## src/rtl/div_pkg.sv

```systemverilog
// Shared definitions for the restoring divider.
package div_pkg;

    localparam int DIV_WIDTH = 4;

    typedef enum logic [1:0] {
        IDLE = 2'd0,
        RUN  = 2'd1,
        FIN  = 2'd2
    } state_t;

endpackage

```

## src/rtl/div_step.sv

```systemverilog
// One combinational restoring-division step.
module div_step
    import div_pkg::*;
#(
    parameter int WIDTH = DIV_WIDTH
) (
    input  logic [WIDTH-1:0] pr,
    input  logic             msb_in,
    input  logic [WIDTH-1:0] rb,
    output logic [WIDTH-1:0] pr_next,
    output logic             qbit
);

    logic [WIDTH:0] t;
    logic [WIDTH:0] diff;

    always_comb begin
        t       = {pr, msb_in};
        diff    = t - {1'b0, rb};
        qbit    = (t >= {1'b0, rb});
        pr_next = qbit ? diff[WIDTH-1:0] : t[WIDTH-1:0];
    end

endmodule

```

## src/rtl/div.sv

```systemverilog
// Sequential restoring divider: one quotient bit per clock,
// with busy/done/divide-by-zero status.
module div
    import div_pkg::*;
#(
    parameter int WIDTH = DIV_WIDTH
) (
    input  logic             clk,
    input  logic             rst,
    input  logic             ld,
    input  logic [WIDTH-1:0] a,
    input  logic [WIDTH-1:0] b,
    output logic [WIDTH-1:0] q,
    output logic [WIDTH-1:0] r,
    output logic             busy,
    output logic             done,
    output logic             dz
);

    localparam int CW = $clog2(WIDTH + 1);

    state_t           state;
    state_t           state_n;
    logic [WIDTH-1:0] ra;
    logic [WIDTH-1:0] rb;
    logic [WIDTH-1:0] pr;
    logic [WIDTH-1:0] pr_n;
    logic [CW-1:0]    count;
    logic             qb;
    logic             last;
    logic             accept;
    logic             bzero;

    assign last   = (count == CW'(WIDTH - 1));
    assign accept = ld && (state == IDLE || state == FIN);
    assign bzero  = (b == '0);
    assign busy   = (state == RUN);

    div_step #(.WIDTH(WIDTH)) u_step (
        .pr      (pr),
        .msb_in  (ra[WIDTH-1]),
        .rb      (rb),
        .pr_next (pr_n),
        .qbit    (qb)
    );

    always_comb begin
        state_n = state;
        unique case (state)
            IDLE, FIN: if (ld) state_n = bzero ? FIN : RUN;
            RUN:       if (last) state_n = FIN;
            default:   state_n = IDLE;
        endcase
    end

    always_ff @(posedge clk or negedge rst) begin
        if (!rst) state <= IDLE;
        else      state <= state_n;
    end

    // ra doubles as the quotient shift register while running
    always_ff @(posedge clk or negedge rst) begin
        if (!rst) begin
            ra    <= '0;
            rb    <= '0;
            pr    <= '0;
            count <= '0;
            q     <= '0;
            r     <= '0;
            done  <= 1'b0;
            dz    <= 1'b0;
        end else if (accept) begin
            ra    <= a;
            rb    <= b;
            pr    <= '0;
            count <= '0;
            done  <= bzero;
            dz    <= bzero;
            if (bzero) begin
                q <= '1;
                r <= a;
            end
        end else if (state == RUN) begin
            ra    <= {ra[WIDTH-2:0], qb};
            pr    <= pr_n;
            count <= count + CW'(1);
            if (last) begin
                q    <= {ra[WIDTH-2:0], qb};
                r    <= pr_n;
                done <= 1'b1;
            end
        end
    end

endmodule

```

## config.mk

```make
export PLATFORM = sky130hd
export DESIGN_NAME = div
export DESIGN_NICKNAME = d
export VERILOG_FILES = /design/src/rtl/div_pkg.sv /design/src/rtl/div_step.sv /design/src/rtl/div.sv
export SDC_FILE = /design/constraint.sdc
export NUM_CORES = 1
export LEC_CHECK = 0
export BUFFER_PORTS_ARGS = -buffer_cell sky130_fd_sc_hd__buf_2
export CORE_MARGIN = 2
export CORE_UTILIZATION = 40
export DETAILED_ROUTE_END_ITERATION = 8
export GPL_TIMING_DRIVEN = 0
export PLACE_DENSITY_LB_ADDON = 0.3
export SLEW_MARGIN = 10
export SYNTH_ARGS = -nofsm -noshare
export SYNTH_HDL_FRONTEND = slang
export SYNTH_SLANG_ARGS = --single-unit
```

## constraint.sdc

```tcl
create_clock -name clk -period 2.4 [get_ports clk]
set_input_delay 0.72 -clock clk [delete_from_list [all_inputs] [get_ports clk]]
set_output_delay 0.72 -clock clk [all_outputs]
set_load 0.05 [all_outputs]
```

**After elaboration in Yosys (flattened, before gate mapping)**

Cells that the tools add are included.

- Logic and storage cells: 50
- Memory bits (writable): 0
- Register bits: 27
- Input port bits: 11
- Bits in read-only memories: 0
- Output and inout port bits: 11
- Latch bits: 0
- Memories: 0

- Reduce and logical (&&, ||, !) cells: 10
- Bitwise logic cells: 0
- $add $sub $neg: 2
- $lt $le $gt $ge: 1
- Shift operators: 0
- Equality and inequality tests: 6
- Multiply operators: 0
- Mux-type cells: 22
- Divide/modulo/power cells: 0

Operators by type and width:

| operator | number |
|---|---|
| 2-to-1 mux 4 bit | 13 |
| 2-to-1 mux 2 bit | 3 |
| 2-to-1 mux 3 bit | 2 |
| >= comparator 5 x 4 -> 1 bit | 1 |
| zero test 4 bit | 1 |
| inequality test 2 x 1 -> 1 bit (second input constant) | 2 |
| case mux 2 bit (2 select lines) | 1 |
| AND reduction 2 bit | 2 |
| nonzero test 2 bit | 2 |
| subtractor 4 bit | 1 |
| adder 3 x 1 -> 3 bit (second input constant) | 1 |
| equality test 3 x 2 -> 1 bit (second input constant) | 1 |
| 2-to-1 mux 1 bit | 3 |
| AND reduction 3 bit | 1 |
| equality test 2 x 1 -> 1 bit (second input constant) | 1 |
| equality test 2 bit (second input constant) | 1 |
| zero test 2 bit | 1 |
| inequality test 2 bit (second input constant) | 1 |
| OR reduction 2 bit | 1 |
| logical AND 1 bit | 1 |
| logical OR 1 bit | 1 |

**Longest topological paths before layout**

Gate-level depths: netlist (run 1).

- Depth after elaboration: 5
- Mapped depth: 8
- Gate-level depth less buffers: 7

**Modules after synthesis**

From an unflattened synthesis (run 1), not the netlist that was laid out.

- Cells, all modules: 124
- Area total of the unflattened synthesis: 1346.3 sq um

Modules (own cells, without submodules):

| module | cells an instance | seq. area each (sq um) | area each (sq um) | times used |
|---|---|---|---|---|
| div | 96 | 675.6 | 1122.3 | 1 |
| div_step | 28 | 0.0 | 224.0 | 1 |

**Worst setup path after synthesis (run 1)**

No wires, ideal clock.

- Path type: register to register
- Start point: reg rb[1]
- End point: reg r[3]
- Data required time: 2.318 ns
- Setup slack: 0.583 ns
- Period minus slack after synthesis: 1.817 ns
- Arrival time: 1.735 ns
- Library setup time: 0.082 ns
- Cell stages (with the launch flop): 7
- Buffers on the path: 0
- Path through: dfrtp_1 > inv_1 > ha_1 > nor2b_1 > o31a_1 > or4_4 > a31oi_1

- Longest elaborated chain between the ends: 5
- Elaborated cells between the ends (all ways): 6
- Classes of those cells: add/sub: 1; order compare: 1; mux: 4

Ends and longest elaborated chain:

| item | line | text |
|---|---|---|
| start, declared | div.sv:25 | `logic [WIDTH-1:0] rb;` |
| start signal, assigned | div.sv:65 | `rb <= '0;` |
| start signal, assigned | div.sv:74 | `rb <= b;` |
| subtractor 4 bit / >= comparator 5 x 4 -> 1 bit (equally long branches) | div_step.sv:19, div_step.sv:20 |  |
| 2-to-1 mux 4 bit (*) | div_step.sv:21 | `pr_next = qbit ? diff[WIDTH-1:0] : t[WIDTH-1:0];` |
| 2-to-1 mux 4 bit (*) | div.sv:87 | `if (last) begin` |
| 2-to-1 mux 4 bit (*) | div.sv:83 | `end else if (state == RUN) begin` |
| 2-to-1 mux 4 bit (*) | div.sv:72 | `end else if (accept) begin` |
| end signal, assigned | div.sv:89 | `r <= pr_n;` |
| end, declared | div.sv:14 | `output logic [WIDTH-1:0] r,` |

Every way passes the cells marked *; elsewhere a longest branch is shown, timed or not. The select of a mux whose other input is x is not followed.
A chain may end at the register's enable or synchronous reset.

**Final worst setup path (run 1)**

- Start point: reg state[1]
- End point: out busy

- Longest elaborated chain between the ends: 1

Ends and longest elaborated chain:

| item | line | text |
|---|---|---|
| start, declared | div.sv:22 | `state_t state;` |
| start signal, assigned | div.sv:58 | `else state <= state_n;` |
| equality test 2 x 1 -> 1 bit | div.sv:37 | `assign busy = (state == RUN);` |
| end, declared | div.sv:15 | `output logic busy,` |

No other way between the ends.

==> flow_metrics.py, run 1 <==
metrics = {
    "outcome": {
        "outcome": "finished clean",
    },
    "sta": {
        "hold_viol_final": 0,
        "post-route-period-util": 0.916,
        "finalSetupViolations": 0,
        "final.setup_skew_ns": 0.00921,
        "worst_pin_slew_ns": 0.743,
        "drv_slew": 0,
        "fmax_mhz": 455,
        "rsz0062_at_grt": "no",
        "relSlewSlack": 0.503,
        "finalCriticalPeriod_ns": 2.20,
        "tns_ns": 0,
    },
    "worst_setup_path": {
        "cp_max_fo": 8,
        "path_cells": "inv_1 -> nand2_2 -> inv_2 -> buf_2",
        "crit_path_top_delay_cell": "dfrtp_1",
        "cp_top_family": "buffers and inverters",
        "cp-end-kind": "output port",
        "timing.rr.end": "pr[2]$_DFFE_PN0P_",
        "reg2reg_slack_ns": 0.43,
        "slowest_delay_ns": 0.40,
        "arrival_ns": 1.48,
        "rr_worst_depth": 8,
        "cp_num_buf_inv": 3,
        "startpoint_type": "register",
        "worst_ep_required_time_ns": 1.68,
        "worstSetupPathType": "register to output port",
        "r2r-start": "rb[1]$_DFFE_PN0P_",
    },
    "cells_and_area": {
        "antenna_cells": 0,
        "final_cell_mix": "dfrtp_1 (27), buf_2 (21), nand2_1 (18)",
        "area_growth_pct": 14.2,
        "drive_above_1_share": 0.231,
        "layout_commonest_cell": "dfrtp_1",
        "finalInstanceArea_um2": 1550,
        "nets": 175,
    },
    "logic_synthesis": {
        "synthArstFlopShare": 1.00,
        "syn_area_um2": 1360,
        "synth_compound_gate_area_share": 0.185,
        "synth-seq-cells": 27,
        "synthAdderAreaFrac": 0.0701,
        "synth_xor_area_frac": 0.00646,
        "synthMuxAreaShare": 0.0221,
        "yosysTopAreaCellShare": 0.498,
        "netlist_instances": 131,
        "yosys.area.top_type": "dfrtp_1",
        "ys.flop_type": "dfrtp_1",
        "synthSimpleGateAreaFrac": 0.166,
        "syn_area_per_cell_um2": 10.4,
        "synth.distinct_cells": 36,
        "synth_warnings": 0,
        "synthTopCellsByArea": "dfrtp_1 (50%), ha_1 (5.5%), nand2_1 (5.0%)",
        "ys_seq_area_frac": 0.498,
        "synth_nets": 149,
        "synth_edf_count": 0,
        "synth_top_family_by_area": "compound AO/OA/AOI/OAI gates",
    },
    "cts": {
        "postCtsHoldBufs": 0,
        "cts-htree-levels": 1,
        "clk_pin_slew_worst_paths_ns": 0.16,
        "cts_setup_buffers": 0,
        "numCtsBuffers": 3,
        "cts_resized": 0,
        "clockBufferDepth": 2,
        "clock_sinks": 27,
        "cts_tree": "yes",
        "cts-root-buf": "clkbuf_4",
        "clk_latency_ns": 0.34,
    },
    "grt": {
        "grt_overflow": 0,
        "grt_use_total": 0.163,
        "antenna_found_initial": 0,
        "grt_pass1_vias": 1138,
        "grt_pass1_wl_mm": 5.06,
        "grt_max_degree": 28,
    },
    "detailed_routing": {
        "dr_total_vias": 1085,
        "first_pass_iters": 4,
        "drc": 0,
        "routed_wl_mm": 2.96,
        "via_per_inst": 5.37,
        "drtIter0Drc": 50,
        "wire_per_inst_um": 14.7,
        "drtAntennaViolNets": 0,
    },
    "placement": {
        "place_area_um2": 1520,
        "hpwl_mm": 2.11,
        "io_buffers": 21,
        "gp_congestion": 0.822,
    },
    "floorplan": {
        "die_w_um": 62.2,
        "die-area_um2": 3870,
        "coreArea_um2": 3280,
        "row_count": 21,
        "io_pins": 22,
        "start_util": 0.413,
        "die_h_um": 62.2,
    },
    "run": {
        "cap_violations": 0,
    },
    "min_path": {
        "min_path_type": "input pin to async pin",
    },
}
## layer usage
metal | GRT usage | share of wire
met5 | 0 | 0
met4 | 0.0583 | 0.016
met3 | 0.0326 | 0.034
met2 | 0.288 | 0.49
met1 | 0.198 | 0.46
## worst register-to-register path, delay by kind of cell (launching register included)
family | cells | cell delay [ns]
fa+ha+maj | 1 | 0.30
buf+inv | 2 | 0.27
simple gates | 2 | 0.28
compound gates | 2 | 0.52
mux | 1 | 0.09
flops | 1 | 0.41
## state kept, by name (all words and copies together) (netlist names)
name   flops
ra         4
pr         4
dz         1
count      3
done       1
q          4
rb         4
state      2
r          4
## through the flow
step,hold WS (ns),worst slack (ns),utilization,instances
floorplan,0.424,0.583,-,131
global placement,0.467,0.276,0.462,198
detailed placement,0.481,0.261,0.462,198
CTS,0.394,0.207,0.472,202
global route,0.403,0.113,0.472,202
finish,0.365,0.201,0.472,202
## kinds of logic (layout without fill, tap and decap cells)
logic type,count (synthesis),in the layout
and+or+nand+nor,48,48
AOI/OAI and AO/OA,31,31
DFF,27,27
buffers and inverters,14,39
adders and majority gates,7,7
muxes,3,3
xor gates and xnor gates,1,1
## cells in the mapped netlist (2+ instances only)
cell type and count:
dfrtp_1 27, nand2_1 18, nor2_1 12, o21ai_0 9, inv_1 8, ha_1 6, nand3_1 4, a31oi_1 3
a32o_1 3, mux2i_1 3, o21a_1 3, or3_1 3, a41oi_1 2, buf_6 2, clkbuf_1 2, nand2_2 2
nor2b_1 2, nor3_1 2, o21ai_1 2, o22a_1 2
## how the worst max path moves through the flow
stage | start | end | slack, ns | cells after the start
global placement | b[3] | r[1]$_DFFE_PN0P_ | 0.28 | 6
detailed placement | b[3] | r[1]$_DFFE_PN0P_ | 0.26 | 6
floorplan | rb[1]$_DFFE_PN0P_ | r[3]$_DFFE_PN0P_ | 0.58 | 6
CTS | state[1]$_DFFE_PN0P_ | busy | 0.21 | 4
global route | state[1]$_DFFE_PN0P_ | busy | 0.11 | 4
finish | state[1]$_DFFE_PN0P_ | busy | 0.20 | 4
## area by class of cell
class,instances,area [µm²]
clock inverters,1,7.51
plain buffers,5,37.5
inverters,9,33.8
flip-flops and latches,27,676
fillers,327,1740
multi-input cells,90,609
well taps,46,57.6
clock buffers,3,22.5
repair buffers,21,105
Power of run 1 is left out: the tool's default activity adds up to more than one toggle a clock period on the data nets, which glitch-free logic cannot reach.
==> inputs of run 2 (changes only) <==
Settings changed: CORE_MARGIN 2 to 10.
Clock period 2.4 ns to 1.9 ns, I/O delays scaled along.
==> run 2 against run 1 <==
  * The run now ends with negative setup slack left
  * Die area grew 58%
  * Clock skew up 0.0063 ns
  * Cell area grew 9.0%
  * Worst hold slack lost 0.16 ns
  * Utilization is 3.9 points higher
  * Critical path depth is 2 higher
  * First-iteration DRC count rose by 88%
  * Non-clock buffer count up 9
  * Highest routed layer unchanged
==> flow_metrics.py, run 2 (synthesis results as in run 1) <==
metrics = {
    "outcome": {
        "outcome": "complete, but fails checks",
        "violations": "negative setup slack",
    },
    "cts": {
        "clockBufferDepth": 2,
        "cts-htree-levels": 1,
        "clk_latency_ns": 0.34,
        "clk_pin_slew_worst_paths_ns": 0.15,
        "cts-root-buf": "clkbuf_4",
        "clock_sinks": 27,
        "numCtsBuffers": 3,
        "cts_tree": "yes",
    },
    "detailed_routing": {
        "routed_wl_mm": 3.38,
        "drtAntennaViolNets": 0,
        "first_pass_iters": 5,
        "drtIter0Drc": 94,
        "via_per_inst": 5.25,
        "wire_per_inst_um": 16.0,
        "drc": 0,
        "dr_total_vias": 1108,
    },
    "floorplan": {
        "coreArea_um2": 3310,
        "row_count": 21,
        "die_w_um": 78.2,
        "io_pins": 22,
        "die-area_um2": 6120,
        "start_util": 0.410,
        "die_h_um": 78.2,
    },
    "cells_and_area": {
        "final_cell_mix": "dfrtp_1 (26), buf_2 (21), nand2_1 (17)",
        "drive_above_1_share": 0.339,
        "final_core_util": 0.510,
        "multi_input_area_um2": 673,
        "antenna_cells": 0,
        "n_fill_cell": 321,
        "area_growth_pct": 24.5,
        "seqCellArea_um2": 677,
        "nets": 184,
        "layout_commonest_cell": "dfrtp_1",
    },
    "sta": {
        "finalCriticalPeriod_ns": 1.92,
        "fmax_mhz": 520,
        "worst_pin_slew_ns": 0.764,
        "drv_slew": 0,
        "rsz0062_at_grt": "yes",
        "finalSetupViolations": 5,
        "final.setup_skew_ns": 0.0155,
        "setup_ws_ns": -0.0219,
        "post-route-period-util": 1.01,
        "relSlewSlack": 0.489,
        "hold_viol_final": 0,
    },
    "run": {
        "cap_violations": 0,
    },
    "grt": {
        "antenna_found_initial": 0,
        "grt_pass1_wl_mm": 5.43,
        "grt_pass1_vias": 1170,
        "grt_max_degree": 28,
        "grt_overflow": 0,
        "grt_use_total": 0.106,
    },
    "worst_setup_path": {
        "cp_top_family": "simple AND/OR/NAND/NOR gates",
        "arrival_ns": 2.20,
        "cp_num_buf_inv": 1,
        "worstSetupPathType": "register to register",
        "startpoint_type": "register",
        "crit_path_top_delay_cell": "or4_4",
        "path_cells": "inv_2 -> ha_4 -> nor2b_4 -> o31a_1 -> or4_4 -> a31oi_1",
        "cp-end-kind": "register",
        "worst_ep_required_time_ns": 2.18,
        "cp_max_fo": 2,
        "slowest_delay_ns": 0.53,
    },
    "placement": {
        "hpwl_mm": 2.28,
        "gp_congestion": 0.792,
        "io_buffers": 21,
    },
    "min_path": {
        "min_path_type": "input pin to async pin",
    },
}
==> run 2: cell types whose count changed in the layout (fill, tap and decap cells not counted), moves of 2 or more <==
| cell | previous run | this run |
|---|---|---|
| buf_4 | 1 | 8 |
| buf_6 | 2 | 4 |
| ha_1 | 6 | 3 |
| ha_4 | 0 | 3 |
| inv_1 | 8 | 6 |
==> run 2: layer usage <==
| layer | vias up | share of wire | track usage | routed length [µm] |
|---|---|---|---|---|
| li1 | 530 | - | - | - |
| met1 | 547 | 0.44 | 0.128 | 1470 |
| met2 | 24 | 0.50 | 0.180 | 1680 |
| met3 | 7 | 0.045 | 0.0251 | 151 |
| met4 | 0 | 0.022 | 0.0376 | 74 |
| met5 | - | 0 | 0 | 0 |
==> run 2: what timing repair did <==
item	4_1_cts	5_1_grt
hold endpoints to repair	0	0
setup buffers	4	4
pin swaps	2	5
setup endpoints to repair	7	8
resized for setup	9	10
cloned	1	0
hold buffers	0	0
==> run 2: area by class of cell <==
| cell class | count | share of cell area |
|---|---|---|
| Inverter | 9 | 0.0215 |
| Multi-Input combinational cell | 90 | 0.399 |
| Clock buffer | 3 | 0.0133 |
| Timing Repair Buffer | 30 | 0.104 |
| Sequential cell | 27 | 0.401 |
| Buffer | 5 | 0.0244 |
| Tap cell | 46 | 0.0341 |
| Clock inverter | 1 | 0.00296 |
==> run 2: path summary, 6_finish.rpt <==
| kind | start | to | slack [ns] | depth (start not counted) |
|---|---|---|---|---|
| setup / recovery | rb[1]$_DFFE_PN0P_ | r[3]$_DFFE_PN0P_ | -0.02 | 6 |
| min in group clk | a[2] | ra[2]$_DFFE_PN0P_ | 0.47 | 3 |
| max in group asynchronous | rst | state[0]$_DFFE_PN0P_ | 1.25 | 1 |
| setup reg to reg | rb[1]$_DFFE_PN0P_ | r[3]$_DFFE_PN0P_ | -0.02 | 6 |
| hold reg to reg | q[2]$_DFFE_PN0P_ | q[2]$_DFFE_PN0P_ | 0.51 | 1 |
| hold / removal | rst | pr[3]$_DFFE_PN0P_ | 0.21 | 1 |
==> run 2: metrics by stage <==
stage / setup TNS [ns] / std cells / worst slack (ns) / hold slack [ns] / cell area (µm²)
final: -0.0665 / 211 / -0.0219 / 0.209 / 1690
after global placement: -0.368 / 198 / -0.117 / 0.466 / 1520
after floorplan: 0 / 131 / 0.0833 / 0.274 / 1360
after global routing: -0.457 / 211 / -0.100 / 0.254 / 1690
after detailed placement: -0.536 / 198 / -0.123 / 0.477 / 1520
after CTS: 0 / 207 / 0.0162 / 0.240 / 1600
Power of run 2 is left out for the same reason.
